### src/rtl/stage_pool2x2.sv
// 2x2 spatial pooling of a raster token stream: floor average, or signed max when STAGE_POOL_MAX_EN is defined.
// Latency: a pooled token is valid the cycle after the 4th token of its window is accepted.
// Backpressure: in_ready = ~out_valid | out_ready; a stalled result holds and blocks further input.
module stage_pool2x2 #(
   parameter int DW    = 16,
   parameter int IMG_W = 14,
   parameter int IMG_H = 14
) (
   input  logic                 clk,
   input  logic                 rstn,
   input  logic                 in_valid,
   input  logic signed [DW-1:0] in_data,
   output logic                 in_ready,
   output logic                 out_valid,
   output logic signed [DW-1:0] out_data,
   input  logic                 out_ready,
   output logic                 frame_done,
   output logic                 busy
);
   localparam int CW = (IMG_W > 1) ? $clog2(IMG_W) : 1;
   localparam int RW = (IMG_H > 1) ? $clog2(IMG_H) : 1;
   localparam int HW = IMG_W / 2;
   localparam int IW = (HW > 1) ? $clog2(HW) : 1;
`ifdef STAGE_POOL_MAX_EN
   localparam int PW = DW;
   localparam int LW = DW;
`else
   localparam int PW = DW + 1;
   localparam int LW = DW + 2;
`endif
   localparam logic [CW-1:0] COL_LAST = CW'(IMG_W - 1);
   localparam logic [RW-1:0] ROW_LAST = RW'(IMG_H - 1);

   generate
      if (IMG_W % 2 != 0) begin : g_bad_w
         $error("stage_pool2x2: IMG_W must be even");
      end
      if (IMG_H % 2 != 0) begin : g_bad_h
         $error("stage_pool2x2: IMG_H must be even");
      end
   endgenerate

   typedef enum logic {ROW_EVEN, ROW_ODD} state_t;
   state_t state, state_nxt;

   logic [CW-1:0]        col;
   logic [RW-1:0]        row;
   logic [IW-1:0]        lidx;
   logic signed [PW-1:0] pair_reg, pair_in, pair_val;
   logic signed [LW-1:0] lbuf [HW];
   logic signed [LW-1:0] lbuf_rd, lbuf_wr;
   logic signed [DW-1:0] result;
   logic accept, col_end, frame_end, load, lbuf_we, out_hs, out_last;

   assign in_ready  = ~out_valid | out_ready;
   assign accept    = in_valid & in_ready;
   assign col_end   = (col == COL_LAST);
   assign frame_end = col_end & (row == ROW_LAST);
   assign lidx      = IW'(col >> 1);
   assign lbuf_rd   = lbuf[lidx];
   assign out_hs    = out_valid & out_ready;

`ifdef STAGE_POOL_MAX_EN
   assign pair_in  = in_data;
   assign pair_val = (in_data > pair_reg) ? in_data : pair_reg;
   assign lbuf_wr  = pair_val;
   assign result   = (lbuf_rd > pair_val) ? lbuf_rd : pair_val;
`else
   logic signed [LW-1:0] total;
   assign pair_in  = {in_data[DW-1], in_data};
   assign pair_val = pair_reg + pair_in;
   assign lbuf_wr  = {pair_val[PW-1], pair_val};
   assign total    = lbuf_rd + lbuf_wr;
   // Floor division by four; the mean of four DW-bit values always fits in DW.
   assign result   = DW'(total >>> 2);
`endif

   always_comb begin
      state_nxt = state;
      load      = 1'b0;
      lbuf_we   = 1'b0;
      case (state)
         ROW_EVEN: begin
            lbuf_we = accept & col[0];
            if (accept && col_end) state_nxt = ROW_ODD;
         end
         ROW_ODD: begin
            load = accept & col[0];
            if (accept && col_end) state_nxt = ROW_EVEN;
         end
         default: state_nxt = ROW_EVEN;
      endcase
   end

   always_ff @(posedge clk) begin
      if (rstn) begin
         state      <= ROW_EVEN;
         col        <= '0;
         row        <= '0;
         pair_reg   <= '0;
         out_valid  <= 1'b0;
         out_data   <= '0;
         out_last   <= 1'b0;
         frame_done <= 1'b0;
         busy       <= 1'b0;
      end else begin
         state      <= state_nxt;
         frame_done <= out_hs & out_last;
         // A new frame starting on the closing handshake keeps busy asserted.
         busy       <= (accept & (col == '0) & (row == '0)) | (busy & ~(out_hs & out_last));
         if (accept) begin
            if (!col[0]) pair_reg <= pair_in;
            if (col_end) begin
               col <= '0;
               row <= frame_end ? '0 : row + 1'b1;
            end else begin
               col <= col + 1'b1;
            end
         end
         if (load) begin
            out_valid <= 1'b1;
            out_data  <= result;
            out_last  <= frame_end;
         end else if (out_ready) begin
            out_valid <= 1'b0;
            out_last  <= 1'b0;
         end
      end
   end

   // Line buffer is never cleared: every entry is rewritten in the even row before it is read.
   always_ff @(posedge clk) begin
      if (lbuf_we) lbuf[lidx] <= lbuf_wr;
   end
endmodule

### config.mk
export PLATFORM = sky130hd
export DESIGN_NAME = stage_pool2x2
export DESIGN_NICKNAME = d
export VERILOG_FILES = /design/src/rtl/stage_pool2x2.sv
export SDC_FILE = /design/constraint.sdc
export NUM_CORES = 1
export LEC_CHECK = 0
export ABC_AREA = 1
export CAP_MARGIN = 5
export CORE_UTILIZATION = 60
export CTS_BUF_LIST = sky130_fd_sc_hd__clkbuf_8 sky130_fd_sc_hd__clkbuf_16
export CTS_CLUSTER_DIAMETER = 200
export DETAILED_ROUTE_END_ITERATION = 10
export PLACE_DENSITY = 0.79
export SLEW_MARGIN = 20
export SYNTH_ARGS = -nofsm -noshare
export SYNTH_HDL_FRONTEND = slang
export SYNTH_SLANG_ARGS = --single-unit
export TNS_END_PERCENT = 50
### constraint.sdc
create_clock -name clk -period 4.7 [get_ports clk]
set_input_delay 1.175 -clock clk [delete_from_list [all_inputs] [get_ports clk]]
set_output_delay 1.175 -clock clk [all_outputs]
set_load 0.05 [all_outputs]
; ---- Yosys cells after proc, flatten, opt, wreduce, memory -nomap -nowiden
; Memories as Yosys holds them, arrays and structs flattened. A register that Yosys moved wholly into a read port is not among the register bits.
; Cells that the tools add are included.
[totals]
mem_count = 1
register_bits = 45
in_bits = 20
elab_cells = 50
output_inout_bits = 20
ram_bits = 126
[op_classes]
add_sub_neg = 4
eq_ne = 2
bitwise_logic = 14
n_mux = 14
n_reduce_logical = 6
[mem_list]
columns = memory, words, width, read_ports, rd_ports_with_merged_regs, write_ports, line_no
row1 = lbuf, 7, 18, 1, 1, 1, 50  ; logic signed [LW-1:0] lbuf [HW];
[ops]
columns = operator, count
row1 = $add 18x17->18, 1
row2 = $add 16x16->17, 1
row3 = $mux 1, 9
row4 = $add 4x1->4 const B, 2
row5 = $and 1x1->1, 8
row6 = $eq 4x4->1 const B, 2
row7 = $logic_not 4->1, 2
row8 = $mux 4, 2
row9 = $mux 3, 2
row10 = $not 1->1, 4
row11 = $reduce_and 2->1, 2
row12 = $or 1x1->1, 2
row13 = $pmux 1 s2, 1
row14 = $reduce_bool 2->1, 1
row15 = $logic_and 1x1->1, 1

; ---- Depth between registers and ports, before layout
[depth]
word_depth = 7
ltp_mapped = 24
depth_no_buf = 23

; ---- Worst setup path before layout
; Ideal clock, no wire load.
[synth_path]
kind = input-to-reg
start = input port in_data[0]
end = register out_data[15]
slack_ns = 0.689
setup_time_ns = 0.109
stages = 22
arrival_time_ns = 3.903
path_cell_list = ha_1 fa_1 nand3_1 nand2_1 nand4_1 o211ai_1 nand2_1 nand2_1 a21oi_1 o21ai_1 nand3_1 nand2_1 xor2_1 ha_1 a21oi_1 nor3_1 nor2_1 nand2_1 nand2_1 nand3_1 nand2_1 inv_1
[synth_via]
elab_chain_cells = 2
[synth_lines]
columns = item, line_no
row1 = "start, declared", 12  ; input logic signed [DW-1:0] in_data,
row2 = $add 16x16->17, 71  ; assign pair_val = pair_reg + pair_in;
row3 = named net pair_val[14], 49  ; logic signed [PW-1:0] pair_reg, pair_in, pair_val;
row4 = $add 18x17->18, 73  ; assign total = lbuf_rd + lbuf_wr;
row5 = "end signal, assigned", 122  ; out_data <= result;
row6 = "end, declared", 15  ; output logic signed [DW-1:0] out_data,
; The timed path passes the listed nets, and every way through them passes these cells.
; A chain may end at the register's enable or synchronous reset.

; ---- Worst setup path in the final report
[layout_path]
start = input port in_data[2]
end = register out_data[12]
; The elaborated chain is that of the path after synthesis.

==> key figures <==
Outcome
  • Status: finished clean

Timing
  • Pins Over Slew Limit: 0
  • Worst-Margin Slew: 985 ps
  • Final setup violating endpoints: 0
  • Headroom to the max-slew limit: 0.343
  • Setup TNS: 0 ps
  • Final hold slack: 489 ps
  • Final Cycle Share: 0.930
  • Worst Slack Setup Final: 329 ps
  • Setup Skew: 5.78 ps
  • Minimum clock period: 4370 ps
  • Final hold vios: 0
  • RSZ-0062 raised after global routing: no
  • Fmax: 0.229 GHz

Min path
  • Hold Path Class: flop to flop
  • HP Start: busy

Clocking
  • Setup Fix Bufs, Post-CTS: 0
  • Hold buffers post-CTS: 0
  • Root Driver: clkbuf_16
  • CTS Sinks: 167
  • CTS Buffer Depth: 2
  • CTS H-tree lvls: 4
  • Post-CTS sizing: 0
  • CTS tree: built
  • Worst-skew pair later-pin latency: 430 ps
  • Clk slew on worst S/H paths: 60 ps
  • TritonCTS Buffers: 17

Yosys
  • Synthesis-stage register bit count: 167
  • Syn Nets: 879
  • Synth Cell Area: 7890 sq um
  • Area leader, netlist: edfxtp_1
  • Top cell type's share of synthesized area: 0.453
  • Yosys warning total: 0
  • Ranking of synthesized cells by area: edfxtp_1, dfxtp_1, nand2_1, ha_1, a21oi_1
  • FFs w/ async S/R, synth: 0
  • Syn Area/Cell: 9.58 sq um
  • Post-synthesis sequential area ratio: 0.575
  • Number of flops mapped to enable cells by yosys: 119
  • Cells after Synth: 824
  • Most used DFF post-synth: edfxtp_1
  • Synth unique cells: 41

Worst setup path
  • Crit path capture type: flop
  • CP Launch Type: input port
  • Crit path launch: in_data[2]
  • Critical Path AT: 4690 ps
  • Critical path data required time: 5020 ps
  • FF-to-FF Start: pair_reg[2]
  • FF-to-FF setup slack: 1220 ps
  • Critical path class: input port to flop
  • CP max FO: 8

Cells and area
  • Diodes inserted: 0
  • Layout cells sized above 1: 0.0776
  • Largest register FFs: 119
  • Final non-filler cell total: 1,061
  • Fin area: 9090 sq um
  • Synth-to-layout area growth: 15.2%
  • Layout Nets: 931
  • Filler Cell Count: 925
  • Layout Utilization: 0.715

Power
  • VDD IR-drop max: 226 uV
  • Lkg Pwr: 3.65 nW
  • PwrDens: 405 nW/um^2
  • PnR Total Power: 3.68 mW

Route
  • Met1 WL: 7930 um
  • Drt via density: 5.72
  • Drt pass-1 iters: 5
  • DRT iter0 DRCs: 637
  • DR WL/cell: 17.3 um
  • Drt total wl: 18,300 um
  • WL met3: 1180 um
  • DRC: 0
  • Via count: 6,073
  • DRT antenna net count: 0
  • Max Used Layer: met4
  • Wire length on met2: 8840 um

Die
  • Starting Density: 0.620
  • Die width: 117 um
  • Rows: 41
  • Die area: 13,600 sq um
  • I/O Pins: 40
  • Die Y-Extent: 117 um
  • Core area: 12,700 sq um

Global route
  • Initial antenna violation count: 0
  • Pin count of the biggest net entering global routing: 53
  • GRT Overall Usage: 0.297
  • Number of global-route vias before repair: 6,051
  • GRT overflow: 0
  • First-pass GRT wire length: 29,800 um

Placement
  • GP Congestion: 0.923
  • Dpl ws: 22.7 ps
  • HPWL Detailed: 11,900 um
  • Post-Place Cells: 1,029
  • Number of port buffers: 39
  • Post-DP Area: 8550 sq um

Job
  • Max Cap Viol: 0
cell usage in the layout, fill, tap and decap left out, types with 3 or more instances in the layout:
| cell | n |
|---|---|
| inv_1 | 57 |
| clkbuf_16 | 17 |
| o211ai_1 | 4 |
| xnor2_1 | 8 |
| nor2_1 | 82 |
| o21bai_1 | 8 |
| nor3_1 | 8 |
| clkinvlp_4 | 4 |
| dfxtp_1 | 48 |
| a211oi_1 | 5 |
| clkdlybuf4s50_1 | 39 |
| a21oi_1 | 71 |
| clkinv_1 | 5 |
| nand3_1 | 63 |
| xor2_1 | 17 |
| ha_1 | 34 |
| buf_4 | 23 |
| nand2_2 | 5 |
| edfxtp_1 | 119 |
| o21ai_0 | 51 |
| nand4_1 | 7 |
| nand3_2 | 3 |
| nor3_2 | 4 |
| nand2_1 | 182 |
| o21a_1 | 3 |
Yosys cell counts (3+ instances only):
library cell / instances
dfxtp_1: 48
clkinv_1: 3
o21ai_0: 51
nand3_2: 3
nand2_2: 5
o211ai_1: 4
inv_1: 54
xor2_1: 17
nor3_1: 11
ha_1: 34
nor2_1: 82
buf_2: 4
xnor2_1: 8
a211oi_1: 5
o21a_1: 3
o21bai_1: 8
nand4_1: 7
nand3_1: 63
a21oi_1: 71
clkbuf_1: 20
nand2_1: 182
edfxtp_1: 119
worst max-delay path, stage by stage:
cell and delay [ps]:
clkdlybuf4s50_1 430, ha_1 360, a21oi_1 160, nand2_1 150, xor2_1 640, ha_1 410
a21oi_1 250, o21ai_0 160, a21oi_1 280, o21ai_0 210, a21oi_1 220, nor2_1 60
nor2_1 120, nor2_1 40
routing by layer:
layer | vias to the layer above | GRT usage
met5 | - | 0
met4 | 0 | 0.129
met3 | 36 | 0.0602
met2 | 259 | 0.495
met1 | 2848 | 0.379
li1 | 2930 | -
cell type report:
type / count / area, sq um / area share
Clock buffer: 17 / 425 / 0.0468
Tap cell: 172 / 215 / 0.0237
Multi-Input combinational cell: 569 / 3020 / 0.332
Sequential cell: 167 / 4530 / 0.499
Inverter: 59 / 224 / 0.0246
Clock inverter: 15 / 115 / 0.0127
Timing Repair Buffer: 62 / 563 / 0.0619
cell families after synthesis:
logic type                 synth area share
and+or+nand+nor                       0.190
DFF                                   0.575
AOI/OAI and AO/OA                     0.106
buffers and inverters                0.0452
adders and majority gates            0.0564
xor gates and xnor gates             0.0277
power breakdown:
| part | internal, mW | switching [mW] |
|---|---|---|
| Combinational | 0.249 | 0.485 |
| Sequential | 1.66 | 0.0110 |
| Clock | 0.717 | 0.555 |
path summary, 6_finish.rpt:
check                                    end  depth (start not counted)
worst max-delay path            out_data[12]                         14
worst min-delay path                    busy                          2
worst max register to register  out_data[12]                         13
worst min register to register          busy                          2
Note: power is estimated with default switching activity, not from simulation.
